File: config.mk
export PLATFORM = sky130hd
export DESIGN_NAME = mem_port_arbiter
export DESIGN_NICKNAME = d
export VERILOG_FILES = /design/src/rtl/mem_port_arbiter.sv
export SDC_FILE = /design/constraint.sdc
export NUM_CORES = 1
export LEC_CHECK = 0
export ABC_CLOCK_PERIOD_IN_PS = 4740
export BUFFER_PORTS_ARGS = -buffer_cell sky130_fd_sc_hd__buf_2
export CAP_MARGIN = 20
export CORE_MARGIN = 1.5
export CORE_UTILIZATION = 35
export DETAILED_ROUTE_END_ITERATION = 6
export GPL_TIMING_DRIVEN = 0
export MAX_ROUTING_LAYER = met4
export PLACE_DENSITY = 0.71
export SLEW_MARGIN = 20
export SYNTH_ARGS = -nofsm -noshare
export SYNTH_HDL_FRONTEND = slang
export SYNTH_SLANG_ARGS = --single-unit
export TNS_END_PERCENT = 30
File: constraint.sdc
create_clock -name clk -period 4.74 [get_ports clk]
set_input_delay 0.237 -clock clk [delete_from_list [all_inputs] [get_ports clk]]
set_output_delay 0.237 -clock clk [all_outputs]
set_load 0.1 [all_outputs]
File: src/rtl/mem_port_arbiter.sv
// mem_port_arbiter: shares one single-port memory between instruction fetch (IF)
// and data memory (DM) requesters. One access at a time, registered memory bus,
// one-cycle ready pulse per completion, error completion on bus timeout.
module mem_port_arbiter #(
    parameter int unsigned AW         = 32,
    parameter int unsigned DW         = 32,
    parameter int unsigned TIMEOUT    = 15,
    parameter int unsigned STARVE_LIM = 2
) (
    input  logic          clk,
    input  logic          reset,
    input  logic          if_req,
    input  logic [AW-1:0] if_addr,
    output logic [DW-1:0] if_rdata,
    output logic          if_ready,
    input  logic          dm_req,
    input  logic          dm_we,
    input  logic [AW-1:0] dm_addr,
    input  logic [DW-1:0] dm_wdata,
    output logic [DW-1:0] dm_rdata,
    output logic          dm_ready,
    output logic          mem_req,
    output logic          mem_we,
    output logic [AW-1:0] mem_addr,
    output logic [DW-1:0] mem_wdata,
    input  logic [DW-1:0] mem_rdata,
    input  logic          mem_ack,
    output logic          err,
    output logic          stall_f,
    output logic          stall_m
);

    localparam int unsigned WCW = (TIMEOUT > 1) ? $clog2(TIMEOUT + 1) : 1;
    localparam int unsigned SCW = (STARVE_LIM > 0) ? $clog2(STARVE_LIM + 1) : 1;

    localparam logic [1:0] IDLE = 2'd0;
    localparam logic [1:0] BUSY = 2'd1;
    localparam logic [1:0] RESP = 2'd2;

    localparam logic OWN_IF = 1'b0;
    localparam logic OWN_DM = 1'b1;

    logic [1:0]     state, state_nxt;
    logic           owner, owner_nxt;
    logic [WCW-1:0] wait_cnt, wait_cnt_nxt;
    logic [SCW-1:0] starve_cnt, starve_cnt_nxt;
    logic           mem_req_nxt, mem_we_nxt;
    logic [AW-1:0]  mem_addr_nxt;
    logic [DW-1:0]  mem_wdata_nxt;
    logic [DW-1:0]  if_rdata_nxt, dm_rdata_nxt;
    logic           if_ready_nxt, dm_ready_nxt, err_nxt;
    logic           pick_if;
    logic           done;
    logic [DW-1:0]  resp_data;

    // Next-state and next-output logic for the IDLE -> BUSY -> RESP cycle.
    always_comb begin
        state_nxt      = state;
        owner_nxt      = owner;
        wait_cnt_nxt   = wait_cnt;
        starve_cnt_nxt = starve_cnt;
        mem_req_nxt    = mem_req;
        mem_we_nxt     = mem_we;
        mem_addr_nxt   = mem_addr;
        mem_wdata_nxt  = mem_wdata;
        if_rdata_nxt   = if_rdata;
        dm_rdata_nxt   = dm_rdata;
        if_ready_nxt   = 1'b0;
        dm_ready_nxt   = 1'b0;
        err_nxt        = 1'b0;
        pick_if        = 1'b0;
        done           = 1'b0;
        resp_data      = '0;

        // Starvation history only matters while a fetch is actually waiting.
        if (!if_req) begin
            starve_cnt_nxt = '0;
        end

        case (state)
            IDLE: begin
                if (if_req || dm_req) begin
                    pick_if      = if_req && (!dm_req || (starve_cnt == SCW'(STARVE_LIM)));
                    state_nxt    = BUSY;
                    mem_req_nxt  = 1'b1;
                    wait_cnt_nxt = '0;
                    if (pick_if) begin
                        owner_nxt      = OWN_IF;
                        mem_addr_nxt   = if_addr;
                        mem_we_nxt     = 1'b0;
                        mem_wdata_nxt  = '0;
                        starve_cnt_nxt = '0;
                    end else begin
                        owner_nxt     = OWN_DM;
                        mem_addr_nxt  = dm_addr;
                        mem_we_nxt    = dm_we;
                        mem_wdata_nxt = dm_wdata;
                        if (if_req && (starve_cnt != SCW'(STARVE_LIM))) begin
                            starve_cnt_nxt = starve_cnt + SCW'(1);
                        end
                    end
                end
            end
            BUSY: begin
                wait_cnt_nxt = wait_cnt + WCW'(1);
                // Ack takes priority over a coincident timeout.
                if (mem_ack) begin
                    done      = 1'b1;
                    resp_data = mem_we ? '0 : mem_rdata;
                end else if (wait_cnt == WCW'(TIMEOUT - 1)) begin
                    done      = 1'b1;
                    resp_data = '0;
                    err_nxt   = 1'b1;
                end
                if (done) begin
                    state_nxt   = RESP;
                    mem_req_nxt = 1'b0;
                    mem_we_nxt  = 1'b0;
                    if (owner == OWN_IF) begin
                        if_rdata_nxt = resp_data;
                        if_ready_nxt = 1'b1;
                    end else begin
                        dm_rdata_nxt = resp_data;
                        dm_ready_nxt = 1'b1;
                    end
                end
            end
            RESP: begin
                state_nxt = IDLE;
            end
            default: begin
                state_nxt   = IDLE;
                mem_req_nxt = 1'b0;
                mem_we_nxt  = 1'b0;
            end
        endcase
    end

    // State and registered outputs, synchronous active-low reset.
    always_ff @(posedge clk) begin
        if (!reset) begin
            state      <= IDLE;
            owner      <= OWN_IF;
            wait_cnt   <= '0;
            starve_cnt <= '0;
            mem_req    <= 1'b0;
            mem_we     <= 1'b0;
            mem_addr   <= '0;
            mem_wdata  <= '0;
            if_rdata   <= '0;
            dm_rdata   <= '0;
            if_ready   <= 1'b0;
            dm_ready   <= 1'b0;
            err        <= 1'b0;
        end else begin
            state      <= state_nxt;
            owner      <= owner_nxt;
            wait_cnt   <= wait_cnt_nxt;
            starve_cnt <= starve_cnt_nxt;
            mem_req    <= mem_req_nxt;
            mem_we     <= mem_we_nxt;
            mem_addr   <= mem_addr_nxt;
            mem_wdata  <= mem_wdata_nxt;
            if_rdata   <= if_rdata_nxt;
            dm_rdata   <= dm_rdata_nxt;
            if_ready   <= if_ready_nxt;
            dm_ready   <= dm_ready_nxt;
            err        <= err_nxt;
        end
    end

    // Pipeline stalls follow the request immediately, released by the ready pulse.
    assign stall_f = if_req & ~if_ready;
    assign stall_m = dm_req & ~dm_ready;

endmodule

======== Word-level counts from Yosys, hierarchy flattened ========
Index checks and enable logic that the tools add are counted.
operators by class
  order comparisons ....................... 0
  div/mod/pow operators ................... 0
  mux-type cells .......................... 26
  $add $sub $neg .......................... 2
  eq/ne operators ......................... 7
  $mul .................................... 0
  bitwise logic cells ..................... 8
  shifts and indexed selects .............. 0
  reduce and logical (&&, ||, !) cells .... 15
operators by type and width
  cell                                                              count
  32-bit two-way mux                                                4
  2-bit two-way mux                                                 7
  3-bit AND reduction                                               4
  1-bit two-way mux                                                 10
  4-bit one-hot mux with 2 select lines                             1
  2-bit != test (second input constant)                             3
  1-bit inverter                                                    6
  1-bit one-hot mux with 3 select lines                             2
  2-bit AND reduction                                               3
  4-bit by 1-bit adder with 4-bit output (second input constant)    1
  2-bit == test (second input constant)                             2
  4-bit == test (second input constant)                             1
  4-bit two-way mux                                                 1
  2-bit one-hot mux with 2 select lines                             1
  3-bit OR reduction                                                1
  2-bit by 1-bit adder with 2-bit output (second input constant)    1
  1-bit bitwise AND                                                 2
  2-bit by 1-bit == test with 1-bit output (second input constant)  1
  1-bit logical AND                                                 2
  2-bit logical NOT                                                 1
  1-bit logical OR                                                  2
  2-bit nonzero test                                                1
  1-bit logical NOT                                                 1
word-level totals
  bits of input ports ..................... 134
  memory bits (read-only) ................. 0
  memories ................................ 0
  latch bits .............................. 0
  output and inout port bits .............. 135
  register bits after elaboration ......... 142
  RAM bits ................................ 0
  logic and storage cells ................. 71

======== Longest topological paths before layout ========
Gate-level depths: netlist (run 1).
  depth after elaboration ................. 6
  gate-level depth with buffers ........... 7
  mapped depth without buffers ............ 5

======== Worst setup path after synthesis (run 1) ========
No wires, ideal clock.
  kind .................................... register -> output
  from .................................... register dm_ready
  to ...................................... output port stall_m
  path buffers ............................ 0
  cell stages (with the launch flop) ...... 2
  arrival time ............................ 2.114 ns
  required time ........................... 4.503 ns
  path slack .............................. 2.389 ns
  cell sequence ........................... dfxtp_1 -> nor2b_1
between the ends
  cells in the longest elaborated chain, start to end .. 2
RTL lines
  item                      RTL line  RTL
  start: declaration        21        output logic dm_ready,
  start signal: assignment  167       dm_ready <= dm_ready_nxt;
  1-bit inverter            174       assign stall_m = dm_req & ~dm_ready;
  1-bit bitwise AND         174
  end: declaration          30        output logic stall_m
No other way between the ends.

======== Worst setup path in the final report (run 1) ========
  from .................................... register wait_cnt[0]
  to ...................................... register dm_rdata[7]
between the ends
  cells in the longest elaborated chain, start to end .. 5
RTL lines
  item                           RTL line  RTL
  start: declaration             45        logic [WCW-1:0] wait_cnt, wait_cnt_nxt;
  start signal: assignment       158       wait_cnt <= wait_cnt_nxt;
  4-bit == test                  110       end else if (wait_cnt == WCW'(TIMEOUT - 1)) begin
  1-bit two-way mux              110
  1-bit two-way mux              107       if (mem_ack) begin
  1-bit two-way mux              80        case (state)
  3-bit AND reduction (no line)  -
  end signal: assignment         165       dm_rdata <= dm_rdata_nxt;
  end: declaration               20        output logic [DW-1:0] dm_rdata,
No other way between the ends. The select of a mux whose other input is x is not followed.
A chain may end at the register's enable or synchronous reset.

==> summary.txt, run 1 <==
Floorplanning
  – CORE AREA: 15300 um2
  – Initial Utilization: 35.9%
  – I/O pins: around 270
  – Num rows: 45
  – Die X: around 130 um
  – Die Area: roughly 16000 um2
  – DIE HEIGHT: 128 um

Placement
  – IO Port Bufs: between 200 and 300
  – HPWL after DPL: ~13 mm
  – Placement Setup Slack: between 2 and 3 ns
  – GPL Wtd Cong: slightly above 0.8

Power and ir drop
  – Comb pwr share: about 25%
  – VDD IR max: around 0.39 mV
  – Sequential power share: a little over a third
  – Leakage Power: between 0.003 and 0.004 uW
  – Pwr Density: 471 nW/um2
  – Psw: around 1300 uW
  – Net Sw Frac: a little over a third
  – Total power draw: 3640 uW
  – Pint: approximately 2300 uW
  – Clock power frac: about two fifths

Critical path
  – Critical Path AT: about 2.2 ns
  – R2R depth: 6
  – CP Cell Sequence: inv_1 -> ha_1 -> a31oi_1 -> o31a_1 -> buf_2 -> a22o_1
  – Crit path max-delay cell type: a31oi_1
  – Worst Path Required: just over 5 ns
  – Critical Path Fanout Max: 10
  – Critical Path Start Type: flip-flop
  – Largest stage delay on the critical path: approximately 0.38 ns
  – CP Capture Type: flip-flop
  – Crit path kind: flip-flop to flip-flop

Timing
  – Worst slew pin tran: slightly below 0.8 ns
  – Final Cycle Share: between 30% and 40%
  – RSZ-0062 raised after global routing: no
  – Slew HR: a little under half
  – Final min period: ~1.9 ns
  – Setup TNS: 0 ns
  – Final setup fails: 0
  – Clk_skew: 0.00897 ns
  – FMAX: ~530 MHz
  – Fin worst setup slack: ~2.9 ns
  – Max Slew Vio Count: 0
  – Fin. Hold Viols: 0

Detailed routing
  – Total number of vias: 5773
  – Initial DRC count: between 300 and 400
  – Final ANT Viol Nets: 0
  – DRC: 0
  – Wire length per cell: ~17 um
  – DR pass1 iterations: 4
  – Routed wire length: roughly 19 mm
  – Vias/cell: roughly 5.4

Yosys
  – Async set-or-reset flop fraction in the synthesized netlist: 0%
  – Cells after synthesis: between 500 and 600
  – Sequential fraction of the synthesis area: roughly half
  – Post-synth top area cell: dfxtp_1
  – Post-Syn Area per Cell: ~10 um2
  – Syn nets: roughly 700
  – Main flop type after synthesis: dfxtp_1
  – Synth warnings: 0
  – Post-synth EDFFs: 0
  – Synth unique cells: 39
  – Register bit total from synthesis: approximately 140
  – Synth top area share: about half
  – Post-Syn Area: ~5500 um2
  – Ranking of synthesized cells by area: dfxtp_1 52%, a22o_1 10%, a21oi_1 6.3%

Outcome
  – Outcome: finished, final reports clean

Cells and area
  – Multi-input gate area: about 2300 um2
  – Share of post-route cells with drive strength above 1: between 30% and 40%
  – Final #Nets: approximately 980
  – # fillers: approximately 1500
  – Ant diodes: 0
  – Commonest cells after routing, fill and taps aside: 300 x buf_2, 142 x dfxtp_1, 69 x a21oi_1
  – Seq. cell area: approximately 2800 um2
  – Most common cell after layout, fill and taps aside: buf_2
  – Synthesis-to-layout area growth: 40.9%

Global route
  – First-pass GRT wire length: around 28 mm
  – Total GRT Usage: 22.4%
  – Antenna violations before repair: 0
  – Largest net degree at the start of global routing: 17
  – Number of global-route vias before repair: ~5400
  – GRT overflow: 0

Clock network
  – CTS Root Cell: clkbuf_16
  – Total CTS buffers: 17
  – Clock slew at reported path FFs: about 0.07 ns
  – # H-tree levels: 4
  – Hold buffers post-CTS: 0
  – Setup bufs post-CTS: 0
  – Clk_lat worst skew: 0.42 ns
  – Sink Count: 142
  – Maximum clock insertion buffer count: 2
  – CTS-repair resized insts: 0
  – TritonCTS clock tree: done

Hold path
  – Min-Delay Path Class: input port to flip-flop
  – WHS Path Cells: 2

Flow run
  – Reported max-cap violation count: 0
## cell type report
| class | count | area share [%] |
|---|---|---|
| clock buffers | 20 | 6.04 |
| inverters | 7 | 0.340 |
| clock inverters | 12 | 2.25 |
| multi-input cells | 345 | 30.0 |
| plain buffers | 67 | 3.84 |
| flip-flops and latches | 142 | 36.8 |
| repair buffers | 267 | 17.3 |
| well taps | 211 | 3.42 |
## power groups by stage
stage / Sequential (uW) / Combinational [uW] / Clock [uW]
finish: 1300 / 890 / 1440
global route: 1310 / 934 / 1520
detailed placement: 1330 / 890 / 0
floorplan: 1810 / 207 / 0
global placement: 1330 / 889 / 0
CTS: 1300 / 892 / 1460
## sequential cells by signal (all words and copies together), names as in the netlist, 2 cells and up
signal,cells
mem_wdata,32
mem_addr,32
if_rdata,32
state,2
wait_cnt,4
starve_cnt,2
dm_rdata,32
## metal layers
metal | routed length (um) | track usage, %
met4 | 228 | 5.88
met3 | 1160 | 6.18
met1 | 8310 | 27.4
met2 | 8830 | 36.5
met5 | 0 | -
## worst paths after layout
kind / startpoint / end / slack, ns
worst min register to register: mem_wdata[19] / mem_wdata[19] / 0.47
worst min-delay path: mem_rdata[26] / dm_rdata[26] / 0.04
worst max register to register: wait_cnt[0] / dm_rdata[7] / 2.87
worst max-delay path: wait_cnt[0] / dm_rdata[7] / 2.87
## stage by stage
step / util, % / instance area (um2) / hold WS [ns] / cells
2_1_floorplan: - / 5480 / 0.314 / 561
3_3_place_gp: 46.4 / 7080 / 0.438 / 1039
3_5_place_dp: 46.4 / 7080 / 0.455 / 1039
4_1_cts: 50.6 / 7720 / 0.0329 / 1071
5_1_grt: 50.6 / 7720 / 0.0289 / 1071
6_report: 50.6 / 7720 / 0.0445 / 1071
## synthesized netlist by cell type (2+ instances only)
cell type / count
nand3_1: 34
ha_1: 3
nor2_1: 3
a21oi_1: 69
a31oi_1: 2
inv_1: 4
nor3_1: 4
nand2b_1: 3
clkbuf_1: 33
inv_2: 3
a22o_1: 64
nand4b_1: 2
o2111ai_1: 33
or3_1: 2
o211ai_1: 3
buf_2: 33
o31a_1: 2
a311oi_1: 33
o21ai_0: 58
nor4_1: 2
nor3_2: 2
or2_2: 2
nand2_1: 4
o21ai_1: 7
dfxtp_1: 142
## cells by family (layout without fill, tap and decap cells)
| family | Yosys count | in the layout | synth area share [%] |
|---|---|---|---|
| AO/OA/AOI/OAI | 275 | 275 | 34.7 |
| flip-flops | 142 | 142 | 51.9 |
| buffers and inverters | 74 | 373 | 5.89 |
| AND/OR/NAND/NOR | 65 | 65 | 6.55 |
| adder cells (fa/ha/maj) | 3 | 3 | 0.685 |
| XOR/XNOR | 1 | 1 | 0.160 |
| multiplexers | 1 | 1 | 0.183 |
## worst max-delay path, delay by kind of cell (launching register included)
kind	cells	cell delay, ns
compound gates	3	0.88
flops	1	0.37
buf+inv	2	0.34
fa+ha+maj	1	0.21
(Power assumes the default switching activity.)
==> run 2: changes to the inputs <==
--- a/config.mk
+++ b/config.mk
@@ -5,7 +5,8 @@
 export SDC_FILE = /design/constraint.sdc
 export NUM_CORES = 1
 export LEC_CHECK = 0
-export ABC_CLOCK_PERIOD_IN_PS = 4740
+export ABC_AREA = 1
+export ABC_CLOCK_PERIOD_IN_PS = 1840
 export BUFFER_PORTS_ARGS = -buffer_cell sky130_fd_sc_hd__buf_2
 export CAP_MARGIN = 20
 export CORE_MARGIN = 1.5
@@ -13,7 +14,7 @@
 export DETAILED_ROUTE_END_ITERATION = 6
 export GPL_TIMING_DRIVEN = 0
 export MAX_ROUTING_LAYER = met4
-export PLACE_DENSITY = 0.71
+export PLACE_DENSITY = 0.68
 export SLEW_MARGIN = 20
 export SYNTH_ARGS = -nofsm -noshare
 export SYNTH_HDL_FRONTEND = slang
==> constraint.sdc (replaced) <==
create_clock -name clk -period 1.84 [get_ports clk]
set_input_delay 0.092 -clock clk [delete_from_list [all_inputs] [get_ports clk]]
set_output_delay 0.092 -clock clk [all_outputs]
set_load 0.1 [all_outputs]
==> summary.txt, run 2 <==
Timing
  – Final min period: roughly 1.7 ns
  – FMAX: between 500 and 600 MHz
  – Setup TNS: 0 ns
  – Max Slew Vio Count: 0
  – Clk_skew: between 0.009 and 0.01 ns
  – Final Cycle Share: 92.3%
  – Fin. Hold Viols: 0
  – Worst slew pin tran: roughly 0.60 ns
  – Slew HR: between 50% and 60%
  – RSZ-0062 raised after global routing: no
  – Final setup fails: 0

Clock network
  – CTS Root Cell: clkbuf_16
  – Clk_lat worst skew: about 0.42 ns
  – Clock slew at reported path FFs: 0.06 ns
  – TritonCTS clock tree: done
  – Maximum clock insertion buffer count: 2
  – Total CTS buffers: 17
  – Setup bufs post-CTS: 0
  – # H-tree levels: 4
  – Sink Count: between 100 and 150

Critical path
  – Critical Path Start Type: flip-flop
  – Crit path kind: flip-flop to flip-flop
  – CP Capture Type: flip-flop
  – Crit path max-delay cell type: clkbuf_1
  – Largest stage delay on the critical path: approximately 0.41 ns
  – Worst Path Required: around 2.2 ns
  – Critical Path AT: 2.07 ns
  – CP Cell Sequence: inv_1 -> ha_1 -> inv_1 -> nand2_1 -> nand2_4 -> clkbuf_1 -> nand2_1 -> nand3_1 -> nand2_1 -> inv_1
  – Critical Path Fanout Max: 10

Outcome
  – Outcome: finished, final reports clean

Power and ir drop
  – VDD IR max: approximately 0.63 mV
  – Total power draw: between 10000 and 15000 uW
  – Pwr Density: 1050 nW/um2
  – Leakage Power: ~0.0054 uW

Global route
  – Antenna violations before repair: 0
  – Total GRT Usage: 22.7%
  – First-pass GRT wire length: between 30 and 40 mm
  – Largest net degree at the start of global routing: 17
  – Number of global-route vias before repair: ~7000
  – GRT overflow: 0

Floorplanning
  – Die X: 139 um
  – CORE AREA: between 15000 and 20000 um2
  – DIE HEIGHT: about 140 um
  – Initial Utilization: 35.8%
  – Die Area: roughly 19000 um2
  – Num rows: 49
  – I/O pins: approximately 270

Cells and area
  – Commonest cells after routing, fill and taps aside: 300 x nand2_1, 290 x buf_2, 174 x nor2_1
  – Most common cell after layout, fill and taps aside: nand2_1
  – Final #Nets: about 1500
  – Synthesis-to-layout area growth: 49.7%
  – Share of post-route cells with drive strength above 1: approximately 25%
  – Finished Cell Area: 9670 um2
  – Ant diodes: 0

Detailed routing
  – Final ANT Viol Nets: 0
  – Wire length per cell: between 10 and 15 um
  – Total number of vias: ~7400
  – Routed wire length: about 22 mm
  – DR pass1 iterations: 6
  – Initial DRC count: just under 400
  – DRC: 0
  – Vias/cell: between 4 and 5

Yosys
  – Post-Syn Area per Cell: around 6.5 um2
  – Post-synth EDFFs: 0
  – Most common cell in the netlist: nand2_1
  – Synth cell count leaders: 301 x nand2_1, 175 x nor2_1, 154 x inv_1
  – Post-Syn Area: about 6500 um2
  – Ranking of synthesized cells by area: dfxtp_1 44%, nand2_1 17%, nor2_1 10%
  – Cells after synthesis: 1000
  – Register bit total from synthesis: about 140
  – Synth warnings: 0
  – Synth top area share: ~44%
  – Syn nets: roughly 1100
  – Synth unique cells: 26
  – Async set-or-reset flop fraction in the synthesized netlist: 0%
  – Sequential fraction of the synthesis area: 44.0%
  – Main flop type after synthesis: dfxtp_1
  – Post-synth top area cell: dfxtp_1

Hold path
  – Min-Delay Path Class: input port to flip-flop

Placement
  – HPWL after DPL: 14.7 mm
  – Placed cell area: between 8000 and 9000 um2
  – GPL Wtd Cong: roughly 0.85
  – IO Port Bufs: between 200 and 300

Flow run
  – Reported max-cap violation count: 0
-- run 2: cell type report --
cell class	instances	area, um2
buffer	63	323
clock buffer	18	439
clock inverter	14	181
fill	1753	8360
inverter	158	593
multi-input combinational	637	2710
sequential	142	2840
tap	229	287
timing repair buffer	361	2290
-- run 2: path summary, 6_finish.rpt --
path | startpoint | slack (ns) | depth (start not counted) | end
min | dm_we | 0.04 | 5 | mem_we
min reg2reg | mem_wdata[26] | 0.46 | 2 | mem_wdata[26]
max | starve_cnt[0] | 0.14 | 10 | mem_addr[7]
max reg2reg | starve_cnt[0] | 0.14 | 10 | mem_addr[7]
-- run 2: cells by family after synthesis --
| kind of cell | after synthesis | synth area share (%) |
|---|---|---|
| and+or+nand+nor | 587 | 37.3 |
| buffers and inverters | 221 | 14.2 |
| adders and majority gates | 3 | 0.581 |
| xor gates and xnor gates | 1 | 0.136 |
| AOI/OAI and AO/OA | 46 | 3.78 |
| DFF | 142 | 44.0 |
-- run 2: critical path: cells and delay by family (launching register included) --
family / cells / cell delay, ns
DFF: 1 / 0.30
adders and majority gates: 1 / 0.19
buffers and inverters: 4 / 0.61
and+or+nand+nor: 5 / 0.55
-- run 2: timing repair --
item                                    CTS  global route
hold buffers                             97             0
endpoints found under the setup margin    4            18
gates resized for setup                   1             3
endpoints found under the hold margin    65             0
-- run 2: metrics by stage --
step / utilization, % / hold slack (ns) / worst slack, ns / std cells
after floorplan: - / 0.235 / -0.299 / 1000
after global placement: 44.8 / 0.341 / 0.0334 / 1493
after detailed placement: 44.8 / 0.347 / 0.00808 / 1493
after CTS: 53.6 / 0.00593 / 0.106 / 1622
after global routing: 53.6 / 0.0368 / 0.0171 / 1622
final: 53.6 / 0.0374 / 0.141 / 1622
-- run 2: layer usage --
metal | vias to the layer above | track usage (%) | share of wire, %
met2 | 329 | 37.0 | 47
li1 | 3767 | - | -
met4 | 0 | 9.16 | 2.9
met5 | - | - | 0
met3 | 48 | 4.49 | 7.2
met1 | 3265 | 27.5 | 43
-- run 2: where the power goes --
part / internal, uW / switching [uW]
logic: 711 / 2410
clock network: 2200 / 1450
registers: 3300 / 112
==> run 3: changes to the inputs <==
--- a/config.mk
+++ b/config.mk
@@ -5,7 +5,6 @@
 export SDC_FILE = /design/constraint.sdc
 export NUM_CORES = 1
 export LEC_CHECK = 0
-export ABC_AREA = 1
 export ABC_CLOCK_PERIOD_IN_PS = 1840
 export BUFFER_PORTS_ARGS = -buffer_cell sky130_fd_sc_hd__buf_2
 export CAP_MARGIN = 20
@@ -14,7 +13,7 @@
 export DETAILED_ROUTE_END_ITERATION = 6
 export GPL_TIMING_DRIVEN = 0
 export MAX_ROUTING_LAYER = met4
-export PLACE_DENSITY = 0.68
+export PLACE_DENSITY = 0.71
 export SLEW_MARGIN = 20
 export SYNTH_ARGS = -nofsm -noshare
 export SYNTH_HDL_FRONTEND = slang
==> summary.txt, run 3 (synthesis gave the netlist of run 1 again) <==
Outcome
  – Outcome: finished, final reports clean

Power and ir drop
  – Net Sw Frac: between 30% and 40%
  – Clock power frac: 38.6%
  – Pint: 6130 uW
  – Total power draw: between 9000 and 10000 uW
  – Psw: approximately 3500 uW
  – Pwr Density: 1060 nW/um2
  – VDD IR max: around 0.73 mV
  – Leakage Power: a little over 0.004 uW
  – Comb pwr share: 26.5%
  – Sequential power share: between 30% and 40%

Cells and area
  – Synthesis-to-layout area growth: 65.7%
  – Most common cell after layout, fill and taps aside: buf_2
  – Finished Cell Area: between 9000 and 10000 um2
  – Final #Nets: 1117
  – Commonest cells after routing, fill and taps aside: 296 x buf_2, 142 x dfxtp_1, 131 x dlygate4sd3_1
  – Ant diodes: 0
  – # fillers: around 1300
  – Share of post-route cells with drive strength above 1: a little over a third

Hold path
  – Min-Delay Path Class: input port to flip-flop

Detailed routing
  – Initial DRC count: around 430
  – DRC: 0
  – Routed wire length: approximately 22 mm
  – DR pass1 iterations: 5
  – Vias/cell: between 5 and 6
  – Final ANT Viol Nets: 0
  – Total number of vias: around 6600
  – Wire length per cell: 18.1 um

Global route
  – Largest net degree at the start of global routing: 17
  – Total GRT Usage: about a quarter
  – First-pass GRT wire length: ~33 mm
  – Antenna violations before repair: 0
  – GRT overflow: 0
  – Number of global-route vias before repair: 6508

Placement
  – GPL Wtd Cong: slightly above 0.8
  – HPWL after DPL: between 10 and 15 mm
  – IO Port Bufs: between 200 and 300
  – Placed cell area: 7080 um2
  – Placement Setup Slack: -0.0713 ns

Timing
  – Setup TNS: 0 ns
  – Max Slew Vio Count: 0
  – Final Cycle Share: 94.1%
  – Worst slew pin tran: between 0.7 and 0.8 ns
  – RSZ-0062 raised after global routing: no
  – Slew HR: between 50% and 60%
  – Fin worst setup slack: 0.109 ns
  – FMAX: between 500 and 600 MHz
  – Fin. Hold Viols: 0
  – Final setup fails: 0
  – Final min period: 1.73 ns
  – Clk_skew: approximately 0.0073 ns

Floorplanning
  – Die X: approximately 130 um
  – I/O pins: 269
  – DIE HEIGHT: around 130 um
  – Initial Utilization: about 36%
  – Die Area: about 16000 um2
  – Num rows: 45
  – CORE AREA: 15300 um2

Clock network
  – Total CTS buffers: 17
  – TritonCTS clock tree: done
  – Clock slew at reported path FFs: 0.06 ns
  – Maximum clock insertion buffer count: 2
  – CTS Root Cell: clkbuf_16
  – Sink Count: ~140
  – Clk_lat worst skew: approximately 0.42 ns
  – # H-tree levels: 4

Critical path
  – Critical Path Start Type: flip-flop
  – Critical Path Fanout Max: 10
  – Crit path kind: flip-flop to flip-flop
  – CP Cell Sequence: inv_1 -> ha_1 -> a31oi_4 -> o31a_1 -> clkbuf_4 -> a22o_1
  – CP top delay family: compound AO/OA/AOI/OAI gates
  – Crit path max-delay cell type: o31a_1
  – Largest stage delay on the critical path: around 0.38 ns
  – Worst Path Required: between 2 and 2.5 ns
  – Critical Path AT: around 2 ns
  – CP Capture Type: flip-flop
  – Buf+Inv Stages, Crit Path: 2

Flow run
  – Reported max-cap violation count: 0
run 3: cell types whose count changed in the layout (fill, tap and decap cells not counted), moves of 7 or more:
cell and change:
o21ai_0 +55, a21oi_1 +31, inv_1 -150, dlygate4sd3_1 +34, nand2_1 -296, clkbuf_1 +9, a22o_1 +64, a311oi_1 +33
o21ai_1 +7, nor2_1 -172, nand3_1 -36, o2111ai_1 +33, nand4_1 -32
run 3: final cells by class:
class                           count  area [um2]  share of cell area, %
Sequential cell                   142        2840                   31.3
Timing Repair Buffer              400        2660                   29.3
Multi-Input combinational cell    345        2340                   25.7
Clock buffer                       18         439                   4.84
Buffer                             67         317                   3.49
Tap cell                          211         264                   2.91
Clock inverter                     14         195                   2.15
Inverter                            7        26.3                  0.289
run 3: path summary, 6_finish.rpt:
check	startpoint	to	slack (ns)	depth (start not counted)
max	wait_cnt[0]	dm_rdata[15]	0.11	6
max reg2reg	wait_cnt[0]	dm_rdata[15]	0.11	6
min reg2reg	starve_cnt[0]	starve_cnt[0]	0.46	2
min	dm_req	mem_wdata[1]	0.15	4
run 3: layer usage:
layer  global-route usage, %  vias up  routed length, um
met3                    6.18       74               1500
met5                       -        -                  0
li1                        -     3035                  -
met1                    30.7     3113               8900
met4                    12.6        0                815
met2                    44.1      383              10600
run 3: through the flow:
stage | hold slack, ns | cells | util [%]
floorplan | 0.169 | 561 | -
global placement | 0.320 | 1039 | 46.4
detailed placement | 0.320 | 1039 | 46.4
CTS | 0.139 | 1202 | 59.2
global route | 0.161 | 1204 | 59.5
finish | 0.148 | 1204 | 59.5
run 3: timing repair:
action,in CTS,in global routing
pin swaps,0,2
setup endpoints to repair,60,90
gates cloned,0,0
gates resized for setup,1,19
setup buffers,0,2
hold buffers,131,0
hold endpoints to repair,131,0
run 3: power groups by stage:
| stage | sequential (uW) | clock [uW] | combinational, uW |
|---|---|---|---|
| after global placement | 3420 | 0 | 2280 |
| after global routing | 3380 | 3900 | 2670 |
| after floorplan | 4650 | 0 | 535 |
| final | 3360 | 3720 | 2560 |
| after detailed placement | 3420 | 0 | 2290 |
| after CTS | 3360 | 3770 | 2510 |
run 3: tightest hold or removal path, stage by stage:
cell,delay [ns]
buf_2,0.11
buf_4,0.17
o2111ai_1,0.08
a21oi_1,0.06
